### src/rtl/reg_dump_streamer.sv
// reg_dump_streamer
//   Debug read-out engine for the femtoRV32 register file. A start pulse walks
//   the spare read port from FIRST_REG to LAST_REG and streams each 32-bit
//   value little-endian over a valid/ready byte interface, framed by a HEADER
//   byte and a trailing XOR checksum of the register data bytes.
//
// Ports
//   clk       clock
//   rst       asynchronous, active-high reset
//   start     dump request, sampled only while idle
//   readReg   register-file read address
//   readData  combinational register-file read data for readReg
//   tx_data   byte presented to the sink
//   tx_valid  tx_data is valid
//   tx_ready  sink accepts the byte this cycle
//   busy      high whenever a frame is in progress (all states but IDLE)
//   done      one-cycle pulse at the end of a frame
module reg_dump_streamer #(
  parameter int unsigned    FIRST_REG = 0,
  parameter int unsigned    LAST_REG  = 31,
  parameter logic [7:0]     HEADER    = 8'hA5
) (
  input  logic        clk,
  input  logic        rst,
  input  logic        start,
  output logic [4:0]  readReg,
  input  logic [31:0] readData,
  output logic [7:0]  tx_data,
  output logic        tx_valid,
  input  logic        tx_ready,
  output logic        busy,
  output logic        done
);

  localparam logic [4:0] FIRST = 5'(FIRST_REG);
  localparam logic [4:0] LAST  = 5'(LAST_REG);

  typedef enum logic [2:0] {
    IDLE,
    HDR,
    LOAD,
    SEND,
    CHK,
    DONE
  } state_t;

  state_t      state_q;
  logic [4:0]  idx_q;
  logic [4:0]  read_reg_q;
  logic [7:0]  chk_q;
  logic [31:0] shift_q;
  logic [1:0]  cnt_q;
  logic [7:0]  tx_data_q;
  logic        tx_valid_q;
  logic        busy_q;
  logic        done_q;

  logic [4:0]  idx_d;
  logic [7:0]  chk_d;
  logic        hs;

  assign idx_d = idx_q + 5'd1;
  assign chk_d = chk_q ^ shift_q[7:0];
  assign hs    = tx_valid_q & tx_ready;

  // Outputs are loaded together with the state transition, so tx_data/tx_valid
  // already hold the value belonging to the state being entered.
  always_ff @(posedge clk or posedge rst) begin
    if (rst) begin
      state_q    <= IDLE;
      idx_q      <= FIRST;
      read_reg_q <= FIRST;
      chk_q      <= '0;
      shift_q    <= '0;
      cnt_q      <= '0;
      tx_data_q  <= '0;
      tx_valid_q <= 1'b0;
      busy_q     <= 1'b0;
      done_q     <= 1'b0;
    end else begin
      done_q <= 1'b0;
      case (state_q)
        IDLE: begin
          if (start) begin
            idx_q      <= FIRST;
            read_reg_q <= FIRST;
            chk_q      <= '0;
            tx_data_q  <= HEADER;
            tx_valid_q <= 1'b1;
            busy_q     <= 1'b1;
            state_q    <= HDR;
          end
        end
        HDR: begin
          if (hs) begin
            tx_data_q  <= '0;
            tx_valid_q <= 1'b0;
            state_q    <= LOAD;
          end
        end
        LOAD: begin
          shift_q    <= readData;
          cnt_q      <= '0;
          tx_data_q  <= readData[7:0];
          tx_valid_q <= 1'b1;
          state_q    <= SEND;
        end
        SEND: begin
          if (hs) begin
            chk_q   <= chk_d;
            shift_q <= shift_q >> 8;
            cnt_q   <= cnt_q + 2'd1;
            if (cnt_q == 2'd3) begin
              if (idx_q == LAST) begin
                // Checksum includes the byte being accepted right now.
                tx_data_q <= chk_d;
                state_q   <= CHK;
              end else begin
                idx_q      <= idx_d;
                read_reg_q <= idx_d;
                tx_data_q  <= '0;
                tx_valid_q <= 1'b0;
                state_q    <= LOAD;
              end
            end else begin
              tx_data_q <= shift_q[15:8];
            end
          end
        end
        CHK: begin
          if (hs) begin
            tx_data_q  <= '0;
            tx_valid_q <= 1'b0;
            done_q     <= 1'b1;
            state_q    <= DONE;
          end
        end
        DONE: begin
          busy_q  <= 1'b0;
          state_q <= IDLE;
        end
        default: begin
          tx_data_q  <= '0;
          tx_valid_q <= 1'b0;
          busy_q     <= 1'b0;
          state_q    <= IDLE;
        end
      endcase
    end
  end

  assign readReg  = read_reg_q;
  assign tx_data  = tx_data_q;
  assign tx_valid = tx_valid_q;
  assign busy     = busy_q;
  assign done     = done_q;

endmodule

### config.mk
export PLATFORM = sky130hd
export DESIGN_NAME = reg_dump_streamer
export DESIGN_NICKNAME = d
export VERILOG_FILES = /design/src/rtl/reg_dump_streamer.sv
export SDC_FILE = /design/constraint.sdc
export NUM_CORES = 1
export LEC_CHECK = 0
export CAP_MARGIN = 0
export CORE_MARGIN = 4
export CORE_UTILIZATION = 48
export CTS_CLUSTER_DIAMETER = 100
export CTS_CLUSTER_SIZE = 10
export DETAILED_ROUTE_END_ITERATION = 16
export PLACE_DENSITY = 0.77
export SLEW_MARGIN = 30
export SYNTH_ARGS = -nofsm -noshare
export SYNTH_HDL_FRONTEND = slang
export SYNTH_SLANG_ARGS = --single-unit
### constraint.sdc
create_clock -name clk -period 1.7 [get_ports clk]
set_input_delay 0.255 -clock clk [delete_from_list [all_inputs] [get_ports clk]]
set_output_delay 0.255 -clock clk [all_outputs]
set_load 0.1 [all_outputs]
==> out/qor.csv, run 1 <==
metric,value,unit
critical-path-slowest-cell,dfrtp_2,
end_kind,register,
drt-initial-drc-count,238,
critPathMaxFanout,7,
cts_buffers,9,
rr_endpoint,readReg[3]$_DFFE_PP0P_,
final_cell_area,4200,µm²
tns,0,ps
reg2reg_slack,40,ps
synth_edf_count,0,
powerDensity,1510,nW/µm²
vias_per_cell,5.60,
core,6030,µm²
start_kind,register,
ant_nets,0,
cpPeakStageDelay,430,ps
syn_to_final_growth,39.0,%
cts-root-buf,clkbuf_8,
die_w,87.3,µm
nFillCells,464,
clock.fmax,602,MHz
arrival,1890,ps
synth_fp_nets,353,
post-route-period-util,0.977,
report.final.slew_viol_count,0,
worstSetupStartpoint,readReg[1]$_DFFE_PP0P_,
hp-class,in -> async,
crit_chain,ha_4 -> and3_4 -> ha_4 -> nor2b_4 -> o221ai_4 -> o21ai_1 -> o31ai_1,
portBuffers,51,
max-cap-violations,0,
row_count,28,
final_hold_viol_count,0,
ys_seq_elements,61,
dp_hpwl,5.20,mm
grt.total_usage,0.204,
ys.flop_type,dfrtp_1,
rr_worst_depth,7,
r2r-start,readReg[1]$_DFFE_PP0P_,
ctsHtreeMaxLevel,3,
status,completed,
wl,7.28,mm
postCtsSetupBuffers,0,
crit_top_cell,ha_4,
synth_top_cell_by_area,dfrtp_1,
ys_top_cells_by_area,"dfrtp_1, o21ai_0, nand2_1",
seq_area_frac_synth,0.505,
grt_pass1_vias,2469,
leakagePower,1.89,nW
wl_per_cell,15.8,µm
die_area,7630,µm²
synth_area_per_cell,9.62,µm²
drc,0,
crit_end,readReg[3]$_DFFE_PP0P_,
top_level_ports,52,
cts_sinks,61,
grt_max_degree,39,
ir_drop,1.08,mV
synth_cells,314,
cp.required,1930,ps
grt_overflow,0,
die_h,87.3,µm
min_period,1660,ps
skew,6.61,ps
clockBufferDepth,2,
firstDrtPassIters,4,
grt_setup_unrepaired,yes,
dp_cells,444,
synth_area,3020,µm²
critical_path_class,reg -> reg,
whs,189,ps
cts_tree,built,
power,6.33,mW
antenna_found_initial,0,
synth_top_area_share,0.505,
vias,2578,
async_flop_share,1.00,
cts.clk_slew.worst_paths,70,ps
max_slew_margin,0.739,
setup_viol,0,
yosysWarnings,0,
placed_area,3970,µm²
n_antenna_cell,0,
final_nets,419,
start_util,0.501,
grt_pass1_wl,11.9,mm
drive_gt1_frac,0.200,
worstSkewPairLatency,350,ps
max_slew.worst_pin.slew,389,ps
fin_cells,460,
ys_types,40,
gp_congestion,0.856,
==> kinds of logic after synthesis <==
| logic type | Yosys count | share of synthesized area |
|---|---|---|
| AO/OA/AOI/OAI | 94 | 0.197 |
| XOR/XNOR | 8 | 0.0232 |
| adder cells (fa/ha/maj) | 3 | 0.0124 |
| buffers and inverters | 32 | 0.0505 |
| flip-flops | 61 | 0.505 |
| multiplexers | 17 | 0.0567 |
| AND/OR/NAND/NOR | 99 | 0.155 |
==> per-stage QoR <==
stage           util  setup slack [ps]
3_5_place_dp   0.658             -42.0
3_3_place_gp   0.658              7.95
4_1_cts        0.694              9.18
5_1_grt        0.697             -30.1
2_1_floorplan      -              -214
6_report       0.697              39.2
==> critical path, delay by kind of cell, from the launching register on <==
family | cells | cell delay [ps]
DFF | 1 | 430
adders and majority gates | 2 | 340
AOI/OAI and AO/OA | 3 | 410
and+or+nand+nor | 2 | 370
==> placed cells by master (no fill, tap or decap), types with 2 or more instances in the layout <==
cell / count
dfrtp_2: 6
nor3_1: 9
buf_12: 19
nor2_1: 13
a221oi_1: 3
o2bb2ai_1: 9
buf_4: 22
bufinv_16: 2
xor2_1: 8
a22oi_1: 2
inv_1: 10
nand3_1: 2
nand3b_1: 10
clkbuf_8: 9
clkinv_2: 2
and3_4: 2
nand2_1: 51
a21oi_1: 14
a22o_1: 8
o22ai_1: 4
clkinvlp_4: 2
o21ai_0: 34
dfrtp_1: 55
a22oi_2: 2
o21ai_1: 10
clkdlybuf4s50_1: 35
ha_4: 2
mux2i_1: 16
==> area by class of cell <==
| type | instances | area (µm²) | area share |
|---|---|---|---|
| sequential | 61 | 1530 | 0.365 |
| multi-input combinational | 221 | 1420 | 0.338 |
| timing repair buffer | 76 | 896 | 0.213 |
| clock buffer | 10 | 128 | 0.0304 |
| tap | 75 | 93.8 | 0.0223 |
| clock inverter | 6 | 86.3 | 0.0205 |
| inverter | 11 | 45.0 | 0.0107 |
==> synthesized netlist by cell type (3+ instances only) <==
cell type   n
dfrtp_1    61
nand2_1    51
o21ai_0    40
mux2i_1    16
a21oi_1    14
nor2_1     14
inv_1      11
nand3b_1   10
clkbuf_1    9
nor3_1      9
o2bb2ai_1   9
a22o_1      8
buf_2       8
xor2_1      8
a221oi_1    4
a22oi_1     4
o21ai_1     4
o22ai_1     4
buf_6       3
ha_1        3
nor2b_1     3
==> power breakdown <==
group,internal (mW),switching (mW)
logic,1.12,1.53
registers,1.88,0.377
clock network,0.825,0.600
==> layer usage <==
metal | vias to the layer above | track usage | wire length, µm
met3 | 14 | 0.0369 | 474
met5 | - | 0 | 0
met1 | 1233 | 0.274 | 3320
met2 | 85 | 0.316 | 3380
li1 | 1246 | - | -
met4 | 0 | 0.0976 | 98
==> flip-flops by register name, indices dropped and copies added, names as in the netlist <==
signal / cells
busy: 1
chk_q: 8
cnt_q: 2
done: 1
readReg: 5
shift_q: 32
state_q: 3
tx_data: 8
tx_valid: 1
==> repair_timing <==
action,in CTS,in global routing
hold buffers,0,0
endpoints found under the setup margin,1,20
resized for setup,1,6
endpoints found under the hold margin,0,0
==> how the worst min path moves through the flow <==
| stage | start | endpoint | slack, ps | cells after the start |
|---|---|---|---|---|
| after floorplan | rst | busy$_DFFE_PP0P_ | 370 | 1 |
| after global placement | state_q[2]$_DFFE_PP0P_ | state_q[1]$_DFFE_PP0P_ | 460 | 1 |
| after detailed placement | shift_q[23]$_DFFE_PP0P_ | shift_q[23]$_DFFE_PP0P_ | 470 | 2 |
| after CTS | rst | shift_q[20]$_DFFE_PP0P_ | 190 | 2 |
| after global routing | rst | shift_q[20]$_DFFE_PP0P_ | 210 | 2 |
| final | rst | shift_q[20]$_DFFE_PP0P_ | 190 | 2 |
(Power assumes the default switching activity.)
==> run 2: changes to the inputs <==
- SETUP_SLACK_MARGIN: unset -> 0.1
==> run 2 against run 1 <==
  * The run now ends with setup timing left
  * Combinational power increased by 7%
  * Hold slack got worse by 19 ps
  * Die area unchanged
  * Total power rose by 1.4%
  * Global-route usage is 0.41 points higher
  * Register-to-register slack worse by 80 ps
  * Cell count is 0.22% higher
  * Critical endpoint is now tx_valid$_DFFE_PP0P_
  * Largest cell class unchanged
==> out/qor.csv, run 2 (synthesized netlist as in run 1, its figures left out) <==
metric,value,unit
crit_chain,ha_4 -> and3_4 -> ha_4 -> nor2b_4 -> buf_4 -> buf_6 -> o21ai_2 -> a21oi_1 -> o2bb2ai_1,
worstSkewPairLatency,340,ps
ant_nets,0,
critical_path_class,reg -> reg,
path_buf_inv,2,
ir_drop,1.31,mV
row_count,28,
final_hold_viol_count,0,
max_slew.worst_pin.slew,408,ps
grt_overflow,0,
fin_ws,-38.9,ps
top_register,shift_q,
firstDrtPassIters,4,
final_cell_mix,"dfrtp_1, nand2_1, clkdlybuf4s50_1, o21ai_0, buf_4",
grt_max_degree,56,
vias,2555,
end_kind,register,
cpPeakStageDelay,490,ps
max-cap-violations,0,
rr_endpoint,tx_valid$_DFFE_PP0P_,
hold_buffers,0,
cts.clk_slew.worst_paths,70,ps
rr_worst_depth,9,
fin_cells,461,
skew,9.62,ps
dp_cells,439,
syn_to_final_growth,41.6,%
vias_per_cell,5.54,
min_period,1740,ps
critPathTopFamily,flip-flops,
drt-initial-drc-count,240,
hp-class,in -> async,
dp_hpwl,4.98,mm
drc,0,
crit_top_cell,ha_4,
clockBufferDepth,2,
cp.required,1930,ps
final_core_util,0.710,
max_slew_margin,0.728,
wl_per_cell,16.1,µm
grt_pass1_wl,12.1,mm
die_h,87.3,µm
ctsHtreeMaxLevel,3,
portBuffers,51,
drive_gt1_frac,0.233,
powerDensity,1500,nW/µm²
n_antenna_cell,0,
largest_reg_flops,32,
arrival,1970,ps
report.final.slew_viol_count,0,
final_nets,420,
post-route-period-util,1.02,
cts-root-buf,clkbuf_8,
reg2reg_slack,-40,ps
die_area,7630,µm²
final_common_cell,dfrtp_1,
top_level_ports,52,
wl,7.41,mm
cts_buffers,9,
die_w,87.3,µm
cts_sinks,61,
tns,-56.4,ps
r2r-start,readReg[0]$_DFFE_PP0P_,
grt_pass1_vias,2518,
gp_congestion,0.879,
violations,setup timing,
critPathMaxFanout,4,
status,"complete, but fails checks",
cts_tree,built,
antenna_found_initial,0,
start_kind,register,
grt.total_usage,0.208,
core,6030,µm²
setup_viol,2,
clock.fmax,575,MHz
grt_setup_unrepaired,yes,
start_util,0.501,
leakagePower,1.90,nW
critical-path-slowest-cell,dfrtp_4,
## run 2: changes by cell type in the layout (fill, tap and decap cells not counted), sizes merged
cell	previous run	this run
bufinv	2	1
clkbuf	10	12
clkinv	2	3
inv	11	10
## run 2: per-stage QoR
| stage | hold WS [ps] | total power [mW] | cell area (µm²) | worst slack (ps) |
|---|---|---|---|---|
| 2_1_floorplan | 367 | 3.98 | 3120 | -126 |
| 5_1_grt | 168 | 6.81 | 4280 | -92.5 |
| 3_3_place_gp | 461 | 4.83 | 3950 | -19.3 |
| 6_report | 170 | 6.42 | 4280 | -38.9 |
| 3_5_place_dp | 469 | 4.91 | 3950 | -23.3 |
| 4_1_cts | 156 | 6.28 | 4170 | -0.307 |
## run 2: routing by layer
| metal | vias up | global-route usage | wire [µm] |
|---|---|---|---|
| met3 | 12 | 0.0719 | 488 |
| li1 | 1248 | - | - |
| met1 | 1214 | 0.279 | 3390 |
| met2 | 81 | 0.319 | 3420 |
| met5 | - | 0 | 0 |
| met4 | 0 | 0.0600 | 115 |
## run 2: worst max path at each step
stage	start	to	slack (ps)	cells past startpoint
final	readReg[0]$_DFFE_PP0P_	tx_valid$_DFFE_PP0P_	-40	9
after detailed placement	tx_ready	tx_data[2]$_DFFE_PP0P_	-20	5
after CTS	readReg[1]$_DFFE_PP0P_	readReg[3]$_DFFE_PP0P_	-0.3	7
after floorplan	readReg[1]$_DFFE_PP0P_	tx_data[0]$_DFFE_PP0P_	-130	7
after global placement	tx_ready	tx_data[7]$_DFFE_PP0P_	-20	5
after global routing	readReg[1]$_DFFE_PP0P_	readReg[3]$_DFFE_PP0P_	-90	7
## run 2: final cells by class
type | count | area [µm²]
clock inverter | 5 | 60.1
clock buffer | 11 | 141
inverter | 11 | 45.0
multi-input combinational | 221 | 1490
timing repair buffer | 77 | 902
tap | 75 | 93.8
fill | 447 | 1750
sequential | 61 | 1540
## run 2: repair_timing
action | 4_1_cts | 5_1_grt
resized for setup | 3 | 16
cloned | 0 | 0
pin swaps | 4 | 7
setup endpoints to repair | 20 | 54
setup buffers | 2 | 4
## run 2: where the power goes
part	switching, mW	leakage, nW	internal (mW)
Sequential	0.373	0.796	1.89
Combinational	1.63	1.00	1.21
Clock	0.600	0.0995	0.720
==> run 3: changes to the inputs <==
- CAP_MARGIN: 0 -> unset
- CTS_CLUSTER_DIAMETER: 100 -> unset
- REMOVE_ABC_BUFFERS: unset -> 1
==> run 3 against run 2 <==
  * Global-route usage increased by 0.55 points
  * Die area unchanged
  * Highest routed layer unchanged
  * Worst setup slack improved by 88 ps
  * The flow now finishes without violations
  * Critical endpoint is now state_q[2]$_DFFE_PP0P_
  * Largest power group unchanged
  * Clock skew decreased by 0.86 ps
  * Fmax increased by 5.3%
  * Hold slack improved by 30 ps
  * Core utilization decreased by 0.46 points
  * Total power decreased by 2.5%
  * Cell count increased by 2.0%
  * Via count increased by 5.6%
  * Combinational power about the same
  * Non-clock buffer count increased by 8
==> out/qor.csv, run 3 (synthesized netlist as in run 1, its figures left out) <==
metric,value,unit
die_h,87.3,µm
power_frac_comb,0.454,
report.final.slew_viol_count,0,
ir_drop,1.05,mV
grt_setup_unrepaired,yes,
cts_tree,built,
hp-class,in -> async,
cts-root-buf,clkbuf_8,
placed_area,3950,µm²
portBuffers,51,
final_common_cell,dfrtp_1,
drc,0,
dp_hpwl,5.24,mm
clockBufferDepth,2,
ant_nets,0,
switching_share,0.410,
top_register,shift_q,
powerDensity,1470,nW/µm²
clkPwrFrac,0.189,
critical-path-slowest-cell,dfrtp_1,
firstDrtPassIters,4,
drive_gt1_frac,0.228,
skew,8.76,ps
switchingPower,2.57,mW
worstSkewPairLatency,350,ps
wl,7.72,mm
power,6.26,mW
leakagePower,1.94,nW
max_slew.worst_pin.slew,531,ps
row_count,28,
rr_endpoint,state_q[2]$_DFFE_PP0P_,
critPathMaxFanout,4,
seqPwrFrac,0.357,
cpPeakStageDelay,390,ps
reg2reg_slack,50,ps
ctsHtreeMaxLevel,3,
start_kind,register,
start_util,0.501,
critical_path_class,reg -> reg,
nFillCells,448,
top_level_ports,52,
rr_worst_depth,6,
max-cap-violations,0,
final_cell_area,4250,µm²
grt_pass1_vias,2638,
die_area,7630,µm²
antenna_found_initial,0,
die_w,87.3,µm
wl_per_cell,16.4,µm
vias_per_cell,5.74,
grt_max_degree,35,
status,completed,
cts_buffers,9,
min_period,1650,ps
syn_to_final_growth,40.7,%
post-route-period-util,0.971,
grt.total_usage,0.213,
arrival,1880,ps
final_cell_mix,"dfrtp_1, nand2_1, o21ai_0, clkdlybuf4s50_1, buf_4",
grt_overflow,0,
max_slew_margin,0.645,
setup_viol,0,
grt_pass1_wl,12.5,mm
gp_congestion,0.919,
end_kind,register,
cp.required,1930,ps
n_antenna_cell,0,
drt-initial-drc-count,158,
final_nets,429,
vias,2697,
core,6030,µm²
clock.fmax,606,MHz
p_int,3.69,mW
cts_sinks,61,
hold_buffers,0,
cts.clk_slew.worst_paths,70,ps
crit_chain,ha_2 -> and3_4 -> ha_4 -> buf_6 -> and3_2 -> a32o_1,
final_hold_viol_count,0,
r2r-start,readReg[1]$_DFFE_PP0P_,
largest_reg_flops,32,
==> run 3: cell count changes in the layout (fill, tap and decap cells not counted), sizes merged <==
cell      previous run  this run
and3                 3         4
bufinv               1         0
clkinvlp             2         1
buf                 41        50
inv                 10        11
==> run 3: through the flow <==
| step | cells | hold slack (ps) | TNS (ps) | setup WS [ps] | util |
|---|---|---|---|---|---|
| final | 470 | 200 | 0 | 49.0 | 0.705 |
| after global routing | 470 | 242 | -131 | -43.6 | 0.705 |
| after detailed placement | 450 | 472 | -1290 | -130 | 0.655 |
| after floorplan | 293 | 388 | -40630 | -910 | - |
| after CTS | 468 | 209 | 0 | 57.8 | 0.700 |
| after global placement | 450 | 459 | -565 | -47.6 | 0.655 |
==> run 3: worst max-delay path by stage <==
stage | startpoint | end
floorplan | tx_valid$_DFFE_PP0P_ | cnt_q[0]$_DFFE_PP0P_
global placement | tx_ready | shift_q[24]$_DFFE_PP0P_
detailed placement | readReg[0]$_DFFE_PP0P_ | readReg[2]$_DFFE_PP0P_
CTS | readReg[1]$_DFFE_PP0P_ | readReg[2]$_DFFE_PP0P_
global route | readReg[1]$_DFFE_PP0P_ | readReg[3]$_DFFE_PP0P_
finish | readReg[1]$_DFFE_PP0P_ | state_q[2]$_DFFE_PP0P_
==> run 3: power by group through the flow <==
stage | sequential, mW | clock [mW] | combinational, mW
global route | 2.28 | 1.27 | 3.05
finish | 2.23 | 1.18 | 2.84
detailed placement | 2.24 | 0 | 2.69
floorplan | 2.73 | 0 | 1.07
CTS | 2.22 | 1.19 | 2.80
global placement | 2.21 | 0 | 2.63
==> run 3: per-layer routing <==
layer  global-route usage  wire length, µm
met3               0.0397              486
met2                0.331             3720
met1                0.284             3330
met4                0.110              182
met5                    0                0
==> run 3: layout make-up <==
type                    count  area, µm²  area share
clock inverters             4       22.5     0.00530
inverters                  11       41.3     0.00971
multi-input cells         222       1440       0.339
repair buffers             85        967       0.228
flip-flops and latches     61       1530       0.359
clock buffers              12        155      0.0365
well taps                  75       93.8      0.0221
==> run 3: critical path: cells and delay by family, from the launching register on <==
family,cells,cell delay [ps]
buf+inv,1,110
simple gates,2,400
flops,1,390
compound gates,1,280
fa+ha+maj,2,350
==> run 3: repair_timing <==
action,4_1_cts,5_1_grt
pin swaps,10,1
endpoints found under the hold margin,0,0
buffers inserted,1,2
cloned,1,0
gates resized for setup,17,6
endpoints found under the setup margin,23,48
